## src/rtl/seq_adder.sv

```systemverilog
// seq_adder: multi-cycle adder that sums two W-bit operands CHUNK bits per
// clock, LSB chunk first, and publishes the full sum and carry in a one-cycle
// DONE state. The latched operands shift right each CALC cycle so the active
// chunk is always at the bottom, and the accumulator fills from the top so it
// holds the complete result after the last chunk.
module seq_adder #(
  parameter int W     = 32,
  parameter int CHUNK = 8
) (
  input  logic         clk,
  input  logic         reset_n,
  input  logic         start,
  input  logic [W-1:0] a,
  input  logic [W-1:0] b,
  output logic         busy,
  output logic         done,
  output logic [W-1:0] z,
  output logic         cout,
  output logic [31:0]  op_count
);

  localparam int N  = W / CHUNK;
  localparam int IW = (N > 1) ? $clog2(N) : 1;

  typedef enum logic [1:0] {
    IDLE,
    CALC,
    DONE
  } state_t;

  state_t         r_state;
  logic [W-1:0]   r_a;
  logic [W-1:0]   r_b;
  logic [W-1:0]   r_acc;
  logic [IW-1:0]  r_idx;
  logic           r_carry;

  logic [CHUNK:0] w_sum;
  logic [W-1:0]   w_accNext;
  logic           w_lastChunk;

  // Sum of the current (bottom) chunk of both operands plus the running carry.
  assign w_sum = {1'b0, r_a[CHUNK-1:0]} + {1'b0, r_b[CHUNK-1:0]} + {{CHUNK{1'b0}}, r_carry};

  // New chunk sum enters at the top; after N cycles chunk 0 has reached bit 0.
  assign w_accNext = (r_acc >> CHUNK) | (W'(w_sum[CHUNK-1:0]) << (W - CHUNK));

  assign w_lastChunk = (r_idx == IW'(N - 1));

  assign busy = (r_state == CALC);
  assign done = (r_state == DONE);

  // Control FSM and datapath: accept in IDLE/DONE, add one chunk per CALC
  // cycle, and publish z/cout/op_count only on the edge entering DONE.
  always_ff @(posedge clk or negedge reset_n) begin
    if (!reset_n) begin
      r_state  <= IDLE;
      r_a      <= '0;
      r_b      <= '0;
      r_acc    <= '0;
      r_idx    <= '0;
      r_carry  <= 1'b0;
      z        <= '0;
      cout     <= 1'b0;
      op_count <= '0;
    end else begin
      case (r_state)
        IDLE, DONE: begin
          if (start) begin
            r_a     <= a;
            r_b     <= b;
            r_acc   <= '0;
            r_idx   <= '0;
            r_carry <= 1'b0;
            r_state <= CALC;
          end else begin
            r_state <= IDLE;
          end
        end
        CALC: begin
          r_a     <= r_a >> CHUNK;
          r_b     <= r_b >> CHUNK;
          r_acc   <= w_accNext;
          r_carry <= w_sum[CHUNK];
          if (w_lastChunk) begin
            r_idx    <= '0;
            z        <= w_accNext;
            cout     <= w_sum[CHUNK];
            op_count <= op_count + 32'd1;
            r_state  <= DONE;
          end else begin
            r_idx <= r_idx + IW'(1);
          end
        end
        default: r_state <= IDLE;
      endcase
    end
  end

endmodule

```

## config.mk

```make
export PLATFORM = sky130hd
export DESIGN_NAME = seq_adder
export DESIGN_NICKNAME = d
export VERILOG_FILES = /design/src/rtl/seq_adder.sv
export SDC_FILE = /design/constraint.sdc
export NUM_CORES = 1
export LEC_CHECK = 0
export CAP_MARGIN = 10
export CELL_PAD_IN_SITES_DETAIL_PLACEMENT = 1
export CELL_PAD_IN_SITES_GLOBAL_PLACEMENT = 2
export CORE_MARGIN = 2
export CORE_UTILIZATION = 37
export CTS_BUF_LIST = sky130_fd_sc_hd__clkbuf_4 sky130_fd_sc_hd__clkbuf_8
export CTS_CLUSTER_DIAMETER = 200
export DETAILED_ROUTE_END_ITERATION = 10
export PLACE_DENSITY_LB_ADDON = 0.1
export SKIP_CTS_REPAIR_TIMING = 1
export SYNTH_ARGS = -nofsm -noshare
export SYNTH_HDL_FRONTEND = slang
export SYNTH_SLANG_ARGS = --single-unit
```

## constraint.sdc

```tcl
create_clock -name clk -period 5.3 [get_ports clk]
set_input_delay 0.53 -clock clk [delete_from_list [all_inputs] [get_ports clk]]
set_output_delay 0.53 -clock clk [all_outputs]
set_load 0.1 [all_outputs]
```

==> impl_metrics.yaml, run 1 <==
clock_network:
  htreeDepth: 4
  clkTransAtPathRegs_ns: 0.09
  clk_latency_ns: 0.45
  numCtsBuffers: 17
  clock-sinks: 158
  cts_root_buf: "clkbuf_8"
  cts_tree: "done"
  cts_max_path_buffers: 2
synth:
  ys_warn_count: 0
  synthMuxAreaShare_pct: 5.22
  synth_edf_count: 0
  yosysTopAreaCell: "dfrtp_1"
  ys_types: 39
  ys_top_cells_by_count: "dfrtp_1, nand2_1, nor2_1"
  synth_top_family_by_area: "simple AND/OR/NAND/NOR gates"
  synth_top_flop_cell: "dfrtp_1"
  synth-seq-cells: 158
  synth.area.top_cells: "dfrtp_1, nand2_1, mux2_2"
  yosysSeqAreaShare_pct: 59.1
  synth_xor_xnor_area_share_pct: 4.84
  yosys.area_share.adder_pct: 2.28
  netlist_instances: 596
  avgSynthCellArea_um2: 11.2
  synth-simple-area-share_pct: 14.7
  yosysTopAreaCellShare_pct: 59.1
  synth_compound_area_share_pct: 11.5
  synth_most_common_cell: "dfrtp_1"
  syn_area_mm2: 0.00669
  syn_nets: 674
  synthArstFlopShare_pct: 100
critical_path:
  crit_path_end_kind: "output pin"
  crit_buf_inv: 2
  worstSetupPathType: "reg -> out"
  slowest_delay_ns: 1.25
  cpLargestDelayFamily: "buffers and inverters"
  worstPathRequired_ns: 4.77
  crit_slowest_cell: "clkdlybuf4s50_1"
  arrival_ns: 2.71
  worstPathMaxFanout: 29
  worstSetupStartpointType: "flip-flop"
  path_cells: "nand2b_4 > inv_2 > clkdlybuf4s50_1"
layout:
  num_antenna_cells: 0
  register_area_mm2: 0.00395
  fin_nets: 796
  final_area_mm2: 0.00859
  fillers: 1923
  drive_above_1_share_pct: 11.5
  area_growth_pct: 28.5
  instances_no_fill: 960
  multi_input_area_mm2: 0.00260
drt:
  ant_nets: 0
  drcViolationCount: 0
  vias_per_cell: 5.05
  dr.pass1.iters: 6
  wire_per_inst_um: 16.5
  dr_total_vias: 4847
  drt_wl_total_um: 15900
  drt-initial-drc-count: 267
timing:
  finalClockSkew_ns: 0.0145
  tightest_slew_ns: 1.15
  drv_slew: 0
  final-hold-violation-count: 0
  period_share_pct: 61.2
  max-slew-margin-rel_pct: 23.3
  setup-tns-final_ns: 0
  period_minus_slack_ns: 3.24
  report.final.setup_viol: 0
  rsz0062_at_grt: "false"
  fmax_mhz: 308
flow_run:
  maxCapViolCount: 0
floorplan:
  io-pin-count: 134
  fp.dieW_um: 138
  placementRows: 49
  core_area_mm2: 0.0178
  chipHeight_um: 138
  dieArea_mm2: 0.0192
  start_util_pct: 37.5
placed_design:
  place_inst: 928
  dpl.hpwl_um: 10700
  numPortBuffers: 133
  placed_cell_area_mm2: 0.00821
  routabilityCongestion: 0.718
hold_path:
  min-delay-path-class: "in -> async"
power:
  p_leak_nw: 3.80
  power_density_mw_per_mm2: 689
  ir_worst_vdd_uv: 487
  total_power_mw: 5.92
global_routing:
  met2_usage_pct: 27.1
  grt_pass1_vias: 5090
  grt_overflow: 0
  grt_max_degree: 105
  grt_pass1_wl_um: 26400
  met3_usage_pct: 4.05
  grt_use_met1_pct: 23.6
  grt_usage_pct: 17.0
  grt.busiest_layer: "met2"
  antenna_found_initial: 0
run_status:
  status: "finished clean"
worst register-to-register path, stage by stage (launching register included):
cell,delay [ns]
dfrtp_1,0.47
nand2b_4,0.07
inv_2,0.46
nand2_2,0.62
inv_2,0.42
mux2_2,0.38
final cells by class:
class	count	area share [%]
multi-input cells	402	30.3
well taps	229	3.33
flip-flops and latches	158	46.0
inverters	3	0.131
repair buffers	136	15.8
clock buffers	19	2.97
clock inverters	13	1.51
cells in the final DEF, fill, tap and decap left out, types with 6 or more instances in the layout:
cell             count
a21oi_1              6
a22o_1              39
a31oi_1             48
clkbuf_8            18
clkdlybuf4s50_1    132
dfrtp_1            158
ha_1                 9
mux2_2              31
nand2_1            118
nand3_1              8
nand4_1              6
nor2_1              56
o21ai_0              9
xnor2_1             27
xor2_1              10
path summary, 6_finish.rpt:
check                      startpoint           to  slack [ns]  depth (start not counted)
min reg2reg                     z[29]        z[29]        0.49                          2
min                           reset_n         z[6]        0.18                          1
max                        r_state[0]         busy        2.06                          3
min in group clk                z[29]        z[29]        0.49                          2
max in group asynchronous     reset_n       r_b[7]        3.83                          2
max reg2reg                r_state[0]  op_count[1]        2.77                          5
cells by family (layout without fill, tap and decap cells):
kind of cell,count (synthesis),after routing
and+or+nand+nor,214,214
buffers and inverters,36,171
adders and majority gates,11,11
DFF,158,158
muxes,31,31
AOI/OAI and AO/OA,109,109
xor gates and xnor gates,37,37
layer usage:
metal  up-vias  share of wire [%]  wire, um
met4         0               0.62        99
li1       2314                  -         -
met1      2431                 48      7600
met3         7                3.9       616
met5         -                  0         0
met2        95                 48      7550
where the power goes:
group          total, mW  internal, mW  switching [mW]
combinational       3.04         0.974            2.06
sequential          2.00          1.69           0.318
clock              0.879         0.401           0.478
flip-flops by register name, indices dropped and copies added, names as in the netlist, 2 cells and up:
register / cells
r_state: 2
r_b: 32
r_a: 32
r_acc: 24
z: 32
r_idx: 2
op_count: 32
per-stage QoR:
step | hold WS, ns | setup slack [ns] | utilization, %
floorplan | 0.234 | 3.03 | -
global placement | 0.462 | 2.54 | 46.0
detailed placement | 0.473 | 2.52 | 46.0
CTS | 0.210 | 2.01 | 48.2
global route | 0.235 | 1.95 | 48.2
finish | 0.179 | 2.06 | 48.2
No activity file was read; power rests on OpenSTA's default activity.
==> run 2, diff against run 1 <==
--- a/config.mk
+++ b/config.mk
@@ -9,7 +9,7 @@
 export CELL_PAD_IN_SITES_DETAIL_PLACEMENT = 1
 export CELL_PAD_IN_SITES_GLOBAL_PLACEMENT = 2
 export CORE_MARGIN = 2
-export CORE_UTILIZATION = 37
+export CORE_UTILIZATION = 34
 export CTS_BUF_LIST = sky130_fd_sc_hd__clkbuf_4 sky130_fd_sc_hd__clkbuf_8
 export CTS_CLUSTER_DIAMETER = 200
 export DETAILED_ROUTE_END_ITERATION = 10
==> constraint.sdc (replaced) <==
create_clock -name clk -period 3.3 [get_ports clk]
set_input_delay 0.33 -clock clk [delete_from_list [all_inputs] [get_ports clk]]
set_output_delay 0.33 -clock clk [all_outputs]
set_load 0.1 [all_outputs]
==> impl_metrics.yaml, run 2 (same netlist as run 1, synthesis figures left out) <==
power:
  p_leak_nw: 3.86
  total_power_mw: 9.77
  power_density_mw_per_mm2: 1120
  ir_worst_vdd_uv: 393
drt:
  wire_per_inst_um: 16.4
  dr_total_vias: 4936
  dr.pass1.iters: 4
  drt-initial-drc-count: 199
  drcViolationCount: 0
  ant_nets: 0
  drt_wl_total_um: 16400
  vias_per_cell: 4.94
critical_path:
  r2r_end: "r_acc[30]"
  r2r_start: "r_a[0]"
  worstPathRequired_ns: 2.97
  arrival_ns: 2.10
  crit_path_end_kind: "output pin"
  path_cells: "clkdlybuf4s50_1"
  r2r_slack_ns: 0.92
  worstSetupPathType: "reg -> out"
  crit_buf_inv: 1
  worstPathMaxFanout: 5
  cpLargestDelayFamily: "buffers and inverters"
  slowest_delay_ns: 1.18
  crit_slowest_cell: "clkdlybuf4s50_1"
  worst-r2r-cell-count: 7
  worstSetupStartpointType: "flip-flop"
placed_design:
  placed_cell_area_mm2: 0.00828
  routabilityCongestion: 0.759
  dpl.hpwl_um: 11000
  numPortBuffers: 133
  pre_cts_slack_ns: 0.901
global_routing:
  met2_usage_pct: 26.8
  grt_overflow: 0
  grt_max_degree: 102
  antenna_found_initial: 0
  grt_pass1_wl_um: 27000
  grt_usage_pct: 16.5
  grt_pass1_vias: 5196
  met3_usage_pct: 2.81
  grt_use_met1_pct: 22.7
  grt.busiest_layer: "met2"
layout:
  final_area_mm2: 0.00875
  drive_above_1_share_pct: 12.1
  fin_nets: 800
  final_common_cell: "dfrtp_1"
  num_antenna_cells: 0
  fillers: 2145
  mostFrequentLayoutCells: "dfrtp_1, clkdlybuf4s50_1, nand2_1, nor2_1, a31oi_1"
  area_growth_pct: 30.8
timing:
  tightest_slew_ns: 1.01
  final-hold-violation-count: 0
  setup-tns-final_ns: 0
  rsz0062_at_grt: "false"
  setup_ws_ns: 0.871
  fmax_mhz: 412
  report.final.setup_viol: 0
  period_minus_slack_ns: 2.43
  max-slew-margin-rel_pct: 32.4
  period_share_pct: 73.6
  drv_slew: 0
  finalClockSkew_ns: 0.00879
clock_network:
  clock-sinks: 158
  clkTransAtPathRegs_ns: 0.09
  clk_latency_ns: 0.44
  htreeDepth: 4
  cts_max_path_buffers: 2
  cts_tree: "done"
  numCtsBuffers: 17
  cts_root_buf: "clkbuf_8"
flow_run:
  maxCapViolCount: 0
floorplan:
  core_area_mm2: 0.0194
  fp.dieW_um: 144
  io-pin-count: 134
  dieArea_mm2: 0.0208
  chipHeight_um: 144
  placementRows: 51
  start_util_pct: 34.5
run_status:
  status: "finished clean"
hold_path:
  min-delay-path-class: "in -> async"
## run 2: cell count changes in the layout (fill, tap and decap cells not counted), sizes merged, moves of 2 or more
cell           change
clkdlybuf4s50      -2
inv                -4
bufinv             +3
buf                +5
## run 2: layout make-up
| cell class | count | area, um2 | share of cell area (%) |
|---|---|---|---|
| Inverter | 3 | 11.3 | 0.129 |
| Tap cell | 265 | 332 | 3.79 |
| Timing Repair Buffer | 140 | 1400 | 16.0 |
| Clock buffer | 20 | 269 | 3.08 |
| Clock inverter | 12 | 184 | 2.10 |
| Multi-Input combinational cell | 402 | 2600 | 29.7 |
| Sequential cell | 158 | 3950 | 45.2 |
## run 2: through the flow
step                util, %  hold slack (ns)  instances
floorplan                 -           0.0344        596
global placement       42.7            0.338        967
detailed placement     42.7            0.338        967
CTS                    45.0           -0.165        999
global route           45.1            0.431       1000
finish                 45.1            0.408       1000
## run 2: worst max path at each step
stage                      start           end  slack (ns)  cells past startpoint
global placement          r_a[0]     r_acc[30]        1.03                      7
CTS                  op_count[0]   op_count[0]        0.83                      1
finish              op_count[20]  op_count[20]        0.87                      1
global route              r_a[0]     r_acc[30]        0.72                      7
detailed placement        r_a[0]     r_acc[30]        0.90                      7
floorplan            op_count[3]  op_count[26]        1.04                      5
## run 2: layer usage
| metal | share of wire (%) | up-vias | wire (um) |
|---|---|---|---|
| li1 | - | 2319 | - |
| met1 | 48 | 2496 | 7910 |
| met2 | 47 | 106 | 7740 |
| met3 | 3.5 | 15 | 569 |
| met4 | 1.2 | 0 | 190 |
| met5 | 0 | - | 0 |
## run 2: report_power, final
part           internal, mW  switching (mW)  total (mW)
registers              2.71           0.513        3.22
clock network         0.882           0.738        1.62
logic                  1.59            3.34        4.93
total                  5.18            4.59        9.77
